===== src/rtl/ship_motion_ctrl_pkg.sv =====
// Shared encodings, playfield geometry and helpers for the ship motion controller.
package ship_ctrl_pkg;

  typedef enum logic [1:0] {
    GS_IDLE    = 2'b00,
    GS_OPENING = 2'b01,
    GS_RUNNING = 2'b10,
    GS_OVER    = 2'b11
  } game_state_e;

  typedef enum logic [1:0] {
    S_HOLD,
    S_RUN,
    S_EXITED
  } ship_state_e;

  localparam logic [10:0] X_START   = 11'd650;
  localparam logic [10:0] Y_START   = 11'd750;
  localparam logic [10:0] X_MIN     = 11'd50;
  localparam logic [10:0] X_MAX     = 11'd1330;
  localparam logic [10:0] Y_MIN     = 11'd10;
  localparam logic [10:0] Y_MAX     = 11'd750;
  localparam logic [10:0] SHIP_HALF = 11'd16;

  // Top speed is one step per tick plus one per closed switch.
  function automatic logic [2:0] max_speed(input logic [2:0] sw);
    return 3'd1 + {2'b00, sw[0]} + {2'b00, sw[1]} + {2'b00, sw[2]};
  endfunction

endpackage


===== src/rtl/ship_motion_ctrl_if.sv =====
// Board-side inputs and position/status outputs of the ship motion controller.
interface ship_motion_ctrl_if;
  logic [1:0]  game_state;
  logic [4:0]  btn;
  logic [2:0]  sw;
  logic [10:0] exit_x;
  logic [10:0] blkpos_x;
  logic [10:0] blkpos_y;
  logic        tick;
  logic        moving;
  logic        exit_entered;

  modport master (
    output game_state, btn, sw, exit_x,
    input  blkpos_x, blkpos_y, tick, moving, exit_entered
  );

  modport slave (
    input  game_state, btn, sw, exit_x,
    output blkpos_x, blkpos_y, tick, moving, exit_entered
  );
endinterface


===== src/rtl/ship_motion_ctrl_debounce.sv =====
// Single-button debouncer: the accepted level follows the raw input only after
// it has disagreed for DEB_CYCLES consecutive cycles.
module btn_debounce #(
  parameter int unsigned DEB_CYCLES = 1000000
) (
  input  logic clk,
  input  logic rst,
  input  logic raw,
  output logic level
);
  localparam int unsigned CW = (DEB_CYCLES > 1) ? $clog2(DEB_CYCLES) : 1;

  logic [CW-1:0] cnt;

  always_ff @(posedge clk) begin
    if (!rst) begin
      cnt   <= '0;
      level <= 1'b0;
    end else if (raw == level) begin
      cnt <= '0;
    end else if (cnt == CW'(DEB_CYCLES - 1)) begin
      cnt   <= '0;
      level <= raw;
    end else begin
      cnt <= cnt + 1'b1;
    end
  end
endmodule


===== src/rtl/ship_motion_ctrl.sv =====
// Player-ship sequencer: debounces direction buttons, ramps speed, and moves the
// ship on each game tick within the playfield and through the exit gap.
module ship_motion_ctrl
  import ship_ctrl_pkg::*;
#(
  parameter int unsigned TICK_DIV   = 3333333,
  parameter int unsigned DEB_CYCLES = 1000000,
  parameter int unsigned RAMP_TICKS = 8,
  parameter int unsigned EXIT_WIDTH = 100
) (
  input  logic             clk,
  input  logic             rst,
  ship_motion_ctrl_if.slave bus
);
  localparam int unsigned TW = (TICK_DIV > 1) ? $clog2(TICK_DIV) : 1;
  localparam int unsigned RW = (RAMP_TICKS > 1) ? $clog2(RAMP_TICKS) : 1;

  ship_state_e   state, state_nxt;
  game_state_e   gs;
  logic [TW-1:0] tick_cnt;
  logic          tick_q;
  logic          up, left, right, down;
  logic [10:0]   pos_x, pos_y, x_nxt, y_nxt, x_mv, y_mv;
  logic [2:0]    spd, spd_nxt, spd_up, smax;
  logic [RW-1:0] ramp, ramp_nxt;
  logic          moving_q, moving_nxt, exit_q, exit_nxt;
  logic          any_req, do_move, in_gap;
  logic [11:0]   x12, y12, s12, ship_mid, gap_lo, gap_hi, floor_y;

  assign gs = game_state_e'(bus.game_state);

  always_ff @(posedge clk) begin
    if (!rst) begin
      tick_cnt <= '0;
      tick_q   <= 1'b0;
    end else if (tick_cnt == TW'(TICK_DIV - 1)) begin
      tick_cnt <= '0;
      tick_q   <= 1'b1;
    end else begin
      tick_cnt <= tick_cnt + 1'b1;
      tick_q   <= 1'b0;
    end
  end

  btn_debounce #(.DEB_CYCLES(DEB_CYCLES)) u_deb_up    (.clk(clk), .rst(rst), .raw(bus.btn[1]), .level(up));
  btn_debounce #(.DEB_CYCLES(DEB_CYCLES)) u_deb_left  (.clk(clk), .rst(rst), .raw(bus.btn[2]), .level(left));
  btn_debounce #(.DEB_CYCLES(DEB_CYCLES)) u_deb_right (.clk(clk), .rst(rst), .raw(bus.btn[3]), .level(right));
  btn_debounce #(.DEB_CYCLES(DEB_CYCLES)) u_deb_down  (.clk(clk), .rst(rst), .raw(bus.btn[4]), .level(down));

  assign any_req = (up ^ down) | (left ^ right);
  assign do_move = (state == S_RUN) && tick_q && (gs == GS_RUNNING);
  assign smax    = max_speed(bus.sw);

  // Candidate position; 12-bit compares keep every bound free of wrap-around.
  always_comb begin
    x12      = {1'b0, pos_x};
    y12      = {1'b0, pos_y};
    s12      = {9'b0, spd};
    ship_mid = x12 + 12'(SHIP_HALF);
    gap_lo   = {1'b0, bus.exit_x};
    gap_hi   = {1'b0, bus.exit_x} + 12'(EXIT_WIDTH);
    in_gap   = (gap_lo <= ship_mid) && (ship_mid <= gap_hi);
    floor_y  = in_gap ? 12'd0 : 12'(Y_MIN);
    x_mv     = pos_x;
    y_mv     = pos_y;
    if (left && !right)
      x_mv = (x12 >= 12'(X_MIN) + s12) ? 11'(x12 - s12) : X_MIN;
    else if (right && !left)
      x_mv = (x12 + s12 <= 12'(X_MAX)) ? 11'(x12 + s12) : X_MAX;
    if (up && !down)
      y_mv = (y12 >= floor_y + s12) ? 11'(y12 - s12) : 11'(floor_y);
    else if (down && !up)
      y_mv = (y12 + s12 <= 12'(Y_MAX)) ? 11'(y12 + s12) : Y_MAX;
  end

  always_ff @(posedge clk) begin
    if (!rst) state <= S_HOLD;
    else      state <= state_nxt;
  end

  always_comb begin
    state_nxt = state;
    if (gs == GS_OPENING) begin
      state_nxt = S_HOLD;
    end else begin
      case (state)
        S_HOLD:   if (gs == GS_RUNNING) state_nxt = S_RUN;
        S_RUN:    if (gs != GS_RUNNING) state_nxt = S_HOLD;
                  else if (do_move && y_mv == '0) state_nxt = S_EXITED;
        S_EXITED: state_nxt = S_EXITED;
        default:  state_nxt = S_HOLD;
      endcase
    end
  end

  always_comb begin
    x_nxt      = pos_x;
    y_nxt      = pos_y;
    spd_nxt    = spd;
    ramp_nxt   = ramp;
    moving_nxt = moving_q;
    exit_nxt   = 1'b0;
    spd_up     = spd;
    if (gs == GS_OPENING) begin
      x_nxt      = X_START;
      y_nxt      = Y_START;
      spd_nxt    = 3'd1;
      ramp_nxt   = '0;
      moving_nxt = 1'b0;
    end else if (do_move) begin
      x_nxt      = x_mv;
      y_nxt      = y_mv;
      moving_nxt = (x_mv != pos_x) || (y_mv != pos_y);
      exit_nxt   = (y_mv == '0);
      if (any_req) begin
        if (ramp == RW'(RAMP_TICKS - 1)) begin
          ramp_nxt = '0;
          spd_up   = spd + 3'd1;
        end else begin
          ramp_nxt = ramp + 1'b1;
        end
        spd_nxt = (spd_up > smax) ? smax : spd_up;
      end else begin
        spd_nxt  = 3'd1;
        ramp_nxt = '0;
      end
    end else if (state != S_RUN) begin
      moving_nxt = 1'b0;
    end
  end

  always_ff @(posedge clk) begin
    if (!rst) begin
      pos_x    <= X_START;
      pos_y    <= Y_START;
      spd      <= 3'd1;
      ramp     <= '0;
      moving_q <= 1'b0;
      exit_q   <= 1'b0;
    end else begin
      pos_x    <= x_nxt;
      pos_y    <= y_nxt;
      spd      <= spd_nxt;
      ramp     <= ramp_nxt;
      moving_q <= moving_nxt;
      exit_q   <= exit_nxt;
    end
  end

  assign bus.blkpos_x     = pos_x;
  assign bus.blkpos_y     = pos_y;
  assign bus.tick         = tick_q;
  assign bus.moving       = moving_q;
  assign bus.exit_entered = exit_q;

endmodule

===== src/flat_wrapper.sv =====
// flat-port wrapper written by rule: the top's interface ports become plain ports
module ship_motion_ctrl_flat import ship_ctrl_pkg::*;
#(
  parameter int unsigned TICK_DIV   = 3333333,
  parameter int unsigned DEB_CYCLES = 1000000,
  parameter int unsigned RAMP_TICKS = 8,
  parameter int unsigned EXIT_WIDTH = 100
)
  (clk, rst, bus_game_state, bus_btn, bus_sw, bus_exit_x, bus_blkpos_x, bus_blkpos_y, bus_tick, bus_moving, bus_exit_entered);
  ship_motion_ctrl_if bus_i ();
  input  logic clk;
  input  logic rst;
  input wire logic [$bits(bus_i.game_state)-1:0] bus_game_state;
  input wire logic [$bits(bus_i.btn)-1:0] bus_btn;
  input wire logic [$bits(bus_i.sw)-1:0] bus_sw;
  input wire logic [$bits(bus_i.exit_x)-1:0] bus_exit_x;
  output wire logic [$bits(bus_i.blkpos_x)-1:0] bus_blkpos_x;
  output wire logic [$bits(bus_i.blkpos_y)-1:0] bus_blkpos_y;
  output wire logic [$bits(bus_i.tick)-1:0] bus_tick;
  output wire logic [$bits(bus_i.moving)-1:0] bus_moving;
  output wire logic [$bits(bus_i.exit_entered)-1:0] bus_exit_entered;
  assign bus_i.game_state = bus_game_state;
  assign bus_i.btn = bus_btn;
  assign bus_i.sw = bus_sw;
  assign bus_i.exit_x = bus_exit_x;
  assign bus_blkpos_x = bus_i.blkpos_x;
  assign bus_blkpos_y = bus_i.blkpos_y;
  assign bus_tick = bus_i.tick;
  assign bus_moving = bus_i.moving;
  assign bus_exit_entered = bus_i.exit_entered;
  ship_motion_ctrl #(.TICK_DIV(TICK_DIV), .DEB_CYCLES(DEB_CYCLES), .RAMP_TICKS(RAMP_TICKS), .EXIT_WIDTH(EXIT_WIDTH)) u_core (.clk(clk), .rst(rst), .bus(bus_i));
endmodule

===== config.mk =====
export PLATFORM = sky130hd
export DESIGN_NAME = ship_motion_ctrl_flat
export DESIGN_NICKNAME = d
export VERILOG_FILES = /design/src/rtl/ship_motion_ctrl_pkg.sv /design/src/rtl/ship_motion_ctrl_if.sv /design/src/rtl/ship_motion_ctrl_debounce.sv /design/src/rtl/ship_motion_ctrl.sv /design/src/flat_wrapper.sv
export SDC_FILE = /design/constraint.sdc
export NUM_CORES = 1
export LEC_CHECK = 0
export ABC_AREA = 1
export CAP_MARGIN = 20
export CORE_ASPECT_RATIO = 0.7
export CORE_MARGIN = 4
export CORE_UTILIZATION = 45
export DETAILED_ROUTE_END_ITERATION = 16
export PLACE_DENSITY = 0.6
export SYNTH_ARGS = -nofsm -noshare
export SYNTH_HDL_FRONTEND = slang
export SYNTH_SLANG_ARGS = --single-unit

===== constraint.sdc =====
create_clock -name clk -period 6.1 [get_ports clk]
set_input_delay 1.525 -clock clk [delete_from_list [all_inputs] [get_ports clk]]
set_output_delay 1.525 -clock clk [all_outputs]
set_load 0.05 [all_outputs]

==> results of run 1 <==
-- sequential cells by signal (all words and copies together), names as in the netlist --
signal                    flops
u_core.tick_cnt              22
u_core.u_deb_down.cnt        20
u_core.u_deb_left.cnt        20
u_core.u_deb_right.cnt       20
u_core.u_deb_up.cnt          20
u_core.bus.blkpos_x          11
u_core.bus.blkpos_y          11
u_core.ramp                   3
u_core.spd                    3
u_core.state                  2
u_core.bus.exit_entered       1
u_core.bus.moving             1
u_core.bus.tick               1
u_core.u_deb_down.level       1
u_core.u_deb_left.level       1
u_core.u_deb_right.level      1
u_core.u_deb_up.level         1
-- cell usage in the layout (no fill, tap or decap), types with 6 or more instances in the layout --
master / netlist / final
nand2_2: 14 / 20
dfxtp_1: 139 / 139
nand3_2: 5 / 6
clkdlybuf4s50_1: 0 / 45
nor2_1: 167 / 166
inv_1: 203 / 201
buf_4: 6 / 29
a21oi_1: 117 / 117
nor4_1: 12 / 12
nand3_1: 121 / 119
fa_1: 6 / 6
nor3b_1: 17 / 17
clkbuf_16: 0 / 17
ha_1: 64 / 62
nand2_1: 326 / 320
nand4_1: 25 / 25
xor2_1: 26 / 26
o21a_1: 6 / 6
xnor2_1: 9 / 9
nor2_2: 5 / 6
o21ai_0: 70 / 68
nor3_1: 38 / 37
-- metal layers --
metal  track usage [%]  routed length [µm]
met5                 0                  13
met4              3.88                 235
met3              3.71                1300
met2              30.5                9630
met1              31.1               12600
-- critical path, delay by kind of cell --
| kind | cells | cell delay, ns |
|---|---|---|
| xor gates and xnor gates | 1 | 0.17 |
| and+or+nand+nor | 16 | 1.80 |
| adders and majority gates | 5 | 1.19 |
| buffers and inverters | 6 | 0.84 |
| AOI/OAI and AO/OA | 4 | 0.50 |
-- synthesized netlist by cell type, types with 6 or more instances --
cell,n
buf_4,6
nand2_2,14
nand4_1,25
fa_1,6
inv_1,203
dfxtp_1,139
nor4_1,12
ha_1,64
o21ai_0,70
o21a_1,6
nor2_1,167
nand2_1,326
nand3_1,121
nor3b_1,17
xor2_1,26
clkbuf_1,15
nor3_1,38
xnor2_1,9
a21oi_1,117
-- cell type report --
type | count | area, µm² | area share [%]
timing repair buffer | 75 | 681 | 6.17
tap | 276 | 345 | 3.13
multi-input combinational | 1075 | 5850 | 53.0
clock inverter | 14 | 160 | 1.45
inverter | 210 | 793 | 7.19
clock buffer | 17 | 425 | 3.85
sequential | 139 | 2780 | 25.2
-- what timing repair did --
| action | CTS | global route |
|---|---|---|
| endpoints found under the setup margin | 0 | 7 |
| resized for setup | 0 | 22 |
| setup buffers | 0 | 3 |
-- cell families (layout without fill, tap and decap cells) --
| kind of cell | Yosys count | after routing | synth area share, % |
|---|---|---|---|
| buf+inv | 240 | 316 | 10.0 |
| compound gates | 221 | 221 | 12.5 |
| xor+xnor | 35 | 35 | 3.22 |
| flops | 139 | 139 | 29.2 |
| simple gates | 749 | 749 | 35.3 |
| fa+ha+maj | 70 | 70 | 9.67 |
-- through the flow --
step / utilization [%] / instance area, µm² / total power [W] / setup TNS [ns] / instances
after floorplan: - / 9520 / 0.000999 / 0 / 1454
after global placement: 49.9 / 10400 / 0.00104 / -1.01 / 1772
after detailed placement: 49.9 / 10400 / 0.00104 / -1.20 / 1772
after CTS: 52.7 / 10900 / 0.00210 / 0 / 1803
after global routing: 53.2 / 11000 / 0.00216 / -0.0302 / 1806
final: 53.2 / 11000 / 0.00207 / 0 / 1806
-- power by group through the flow --
stage / clock [W] / combinational, W / sequential, W
final: 0.00104 / 0.000113 / 0.000915
after global routing: 0.00111 / 0.000129 / 0.000916
after CTS: 0.00107 / 0.000108 / 0.000915
after detailed placement: 0 / 0.000108 / 0.000936
after global placement: 0 / 0.000107 / 0.000936
after floorplan: 0 / 0.0000641 / 0.000935
-- worst max path at each step --
stage	start	end	cells after the start
after floorplan	bus_exit_x[2]	u_core.bus.moving	34
after global placement	bus_exit_x[2]	u_core.state[0]	31
after detailed placement	bus_exit_x[2]	u_core.bus.moving	35
after CTS	bus_exit_x[2]	u_core.bus.moving	35
after global routing	bus_exit_x[3]	u_core.bus.moving	36
final	bus_exit_x[3]	u_core.state[0]	32
==> flow_summary.ini, run 1 <==
[outcome]
outcome = finished, final reports clean

[setup_path]
crit_fanout = 4
cp_data_arrival_time_ns = 5.99
critPathSlowestCell = clkdlybuf4s50_1
cp_slowest_stage_delay_ns = 0.48
ff2ff_path_depth = 31
crit_top_cell = nand2_1
critical_path_class = input pin to flop
cp.required_ns = 6.38
start_kind = input pin
r2r_setup_slack_ns = 1.20
r2r-start = u_core.bus.blkpos_x[4]
r2r_end = u_core.state[0]
endpoint_kind = flop

[sta]
setup_viol = 0
hold_viol_final = 0
fin_crit_ns = 5.70
setup_ws_ns = 0.397
fin_worst_skew_ns = 0.0108
post-route-period-util_pct = 93.5
holdWs_ns = 0.450
worst_pin_slew_ns = 0.716
relSlewSlack_pct = 52.2
max_freq_ghz = 0.175
drv_slew = 0

[floorplan]
fp.dieW_um = 182
fp-row-count = 44
chipHeight_um = 130
start_util_pct = 45.9
dieArea_um2 = 23600
ios = 48
core_um2 = 20800

[placed_design]
portBuffers = 46
pre_cts_ws_ns = -0.357
dpl.hpwl_um = 18200
gp_congestion = 0.901

[grt]
grt_max_degree = 26
antenna_found_initial = 1
grt_overflow = 0
grt_usage_pct = 20.5
grt_pass1_wl_um = 40100
grt_pass1_vias = 8202

[clock_network]
htree_levels = 4
ctsLongestPathBuffers = 2
cts-hold-fix-buffers = 0
clock-sinks = 139
cts.clk_slew.worst_paths_ns = 0.06
cts_root_buf = clkbuf_16
cts_tree = built
clk_latency_ns = 0.42
numCtsBuffers = 17

[power]
p_per_area_nw_per_um2 = 188
power_frac_comb_pct = 5.4
p_sw_share_pct = 24.1
p_int_w = 0.00157
p_sw_w = 0.000499
pwr-share-clk_pct = 50.4
p_leak_nw = 4.63
seq_power_share_pct = 44.2
ir_drop_mv = 0.161

[worst_hold_path]
min_path_cells = 1
hold_path.class = flop to flop
min_from = u_core.u_deb_up.cnt[0]
holdPathEnd = u_core.u_deb_up.cnt[0]

[synth]
ys_ff_latch = 139
synth-async-reset-ratio_pct = 0
synth_top_area_share_pct = 29.2
synth_area_um2 = 9520
syn_nets = 1547
synth_seq_area_share_pct = 29.2
ys.warnings.count = 0
synth_ff_type = dfxtp_1
syn_inst = 1454
synth.avg_cell_area_um2 = 6.55
ys_top_cells_by_area = dfxtp_1 (29%), nand2_1 (13%), ha_1 (8.4%), inv_1 (8.0%), nor2_1 (6.6%)
synth-edff-count = 0
synth_cell_type_count = 50
synth_top_cell_by_area = dfxtp_1

[detailed_routing]
initialDrtViolationCount = 671
ant_nets = 0
wl_per_cell_um = 13.1
num_vias = 9174
drc = 0
drt-vias-per-instance = 5.08
wl_um = 23700
drt-pass1-iter-count = 5

[final_layout]
num-fill-cells = 2113
drive_above_1_share_pct = 7.91
syn2layout_area_growth_pct = 15.9
nets = 1611
num_antenna_cells = 0

[run]
drv_cap = 0
Note: power is estimated with default switching activity, not from simulation.
==> run 2: changes to the inputs <==
Settings changed: CORE_UTILIZATION 45 to 55, PLACE_DENSITY 0.6 to 0.71, TNS_END_PERCENT set to 50.
==> run 2 against run 1 <==
  * Combinational power fell by 4%
  * Total power barely moved
  * Critical path type unchanged
  * Clock-buffer cell count rose by 1
  * Highest routed layer is now met4
  * Maximum frequency barely moved
  * Flip-flop and latch count did not move
==> flow_summary.ini, run 2 (synthesized netlist as in run 1, its figures left out) <==
[setup_path]
cp_slowest_stage_delay_ns = 0.51
endpoint_kind = flop
critical_path_class = input pin to flop
cp_data_arrival_time_ns = 6.01
cp.required_ns = 6.42
worst-path-buf-inv = 6
crit_top_cell = nand2_1
critPathTopFamily = simple AND/OR/NAND/NOR gates
start_kind = input pin
crit_fanout = 8
critPathSlowestCell = clkdlybuf4s50_1

[clock_network]
cts_root_buf = clkbuf_16
htree_levels = 4
cts_tree = built
cts-resized-gates = 0
cts.clk_slew.worst_paths_ns = 0.06
clock-sinks = 139
clk_latency_ns = 0.42
numCtsBuffers = 17
cts-hold-fix-buffers = 0
postCtsSetupBuffers = 0
ctsLongestPathBuffers = 2

[placed_design]
pre_cts_ws_ns = -0.251
dp.cells = 1719
gp_congestion = 0.900
dpl.hpwl_um = 18100
portBuffers = 46

[final_layout]
final_cell_mix = nand2_1 (322), inv_1 (202), nor2_1 (166)
nets = 1606
regMostFlops = u_core.tick_cnt
final_cells = 1750
largest_reg_flops = 22
syn2layout_area_growth_pct = 14.7
drive_above_1_share_pct = 7.41
final_common_cell = nand2_1
num_antenna_cells = 0

[power]
ir_drop_mv = 0.206
p_leak_nw = 4.60
total_power_w = 0.00207
p_per_area_nw_per_um2 = 190

[sta]
fin_crit_ns = 5.70
setup_ws_ns = 0.403
holdWs_ns = 0.448
tns_ns = 0
relSlewSlack_pct = 42.5
rsz0062_at_grt = yes
post-route-period-util_pct = 93.4
worst_pin_slew_ns = 0.863
drv_slew = 0
fin_worst_skew_ns = 0.00903
setup_viol = 0
max_freq_ghz = 0.176
hold_viol_final = 0

[detailed_routing]
drc = 0
ant_nets = 0
num_vias = 9264
drt-pass1-iter-count = 6
initialDrtViolationCount = 832
wl_um = 23600
drt-vias-per-instance = 5.29
wl_per_cell_um = 13.5

[grt]
grt_pass1_wl_um = 39100
busiest_layer = met1
grt_max_degree = 26
grt_usage_pct = 24.3
use_met1_pct = 36.6
grt_pass1_vias = 8148
antenna_found_initial = 0
grt_overflow = 0
met3_usage_pct = 5.50
use_met2_pct = 35.5

[worst_hold_path]
hold_path.class = flop to flop

[run]
drv_cap = 0

[floorplan]
fp-row-count = 39
fp.dieW_um = 165
core_um2 = 16600
chipHeight_um = 118
dieArea_um2 = 19500
start_util_pct = 57.2
ios = 48

[outcome]
outcome = finished, final reports clean
run 2: changes by cell type in the layout (fill, tap and decap cells not counted), sizes merged:
cell           before  now
inv               216  214
clkinvlp            1    3
clkdlybuf4s50      45   46
buf                29   24
clkinv              5    4
clkbuf             17   18
dlymetal6s2s        1    0
run 2: final timing paths:
check | cells after the start | startpoint | slack (ns) | endpoint
max | 35 | bus_exit_x[2] | 0.40 | u_core.bus.moving
min | 1 | u_core.u_deb_up.cnt[0] | 0.45 | u_core.u_deb_up.cnt[0]
max reg2reg | 34 | u_core.bus.blkpos_x[4] | 1.28 | u_core.bus.moving
min reg2reg | 1 | u_core.u_deb_up.cnt[0] | 0.45 | u_core.u_deb_up.cnt[0]
run 2: stage by stage:
step,util [%],area (µm²)
4_1_cts,65.4,10900
2_1_floorplan,-,9520
6_report,65.6,10900
5_1_grt,65.6,10900
3_5_place_dp,61.8,10300
3_3_place_gp,61.8,10300
run 2: layout make-up:
class | count | area (µm²)
Sequential cell | 139 | 2780
Clock buffer | 18 | 439
Fill cell | 1505 | 5720
Inverter | 210 | 791
Clock inverter | 13 | 156
Tap cell | 225 | 282
Multi-Input combinational cell | 1075 | 5830
Timing Repair Buffer | 70 | 641
run 2: power by group:
part / switching [W] / internal (W)
clock network: 0.000428 / 0.000622
registers: 0.00000344 / 0.000912
logic: 0.0000620 / 0.0000460
run 2: per-layer routing:
| metal | share of wire (%) | vias to the layer above |
|---|---|---|
| li1 | - | 4868 |
| met2 | 41 | 282 |
| met3 | 7.9 | 16 |
| met1 | 50 | 4098 |
| met5 | 0 | - |
| met4 | 0.75 | 0 |
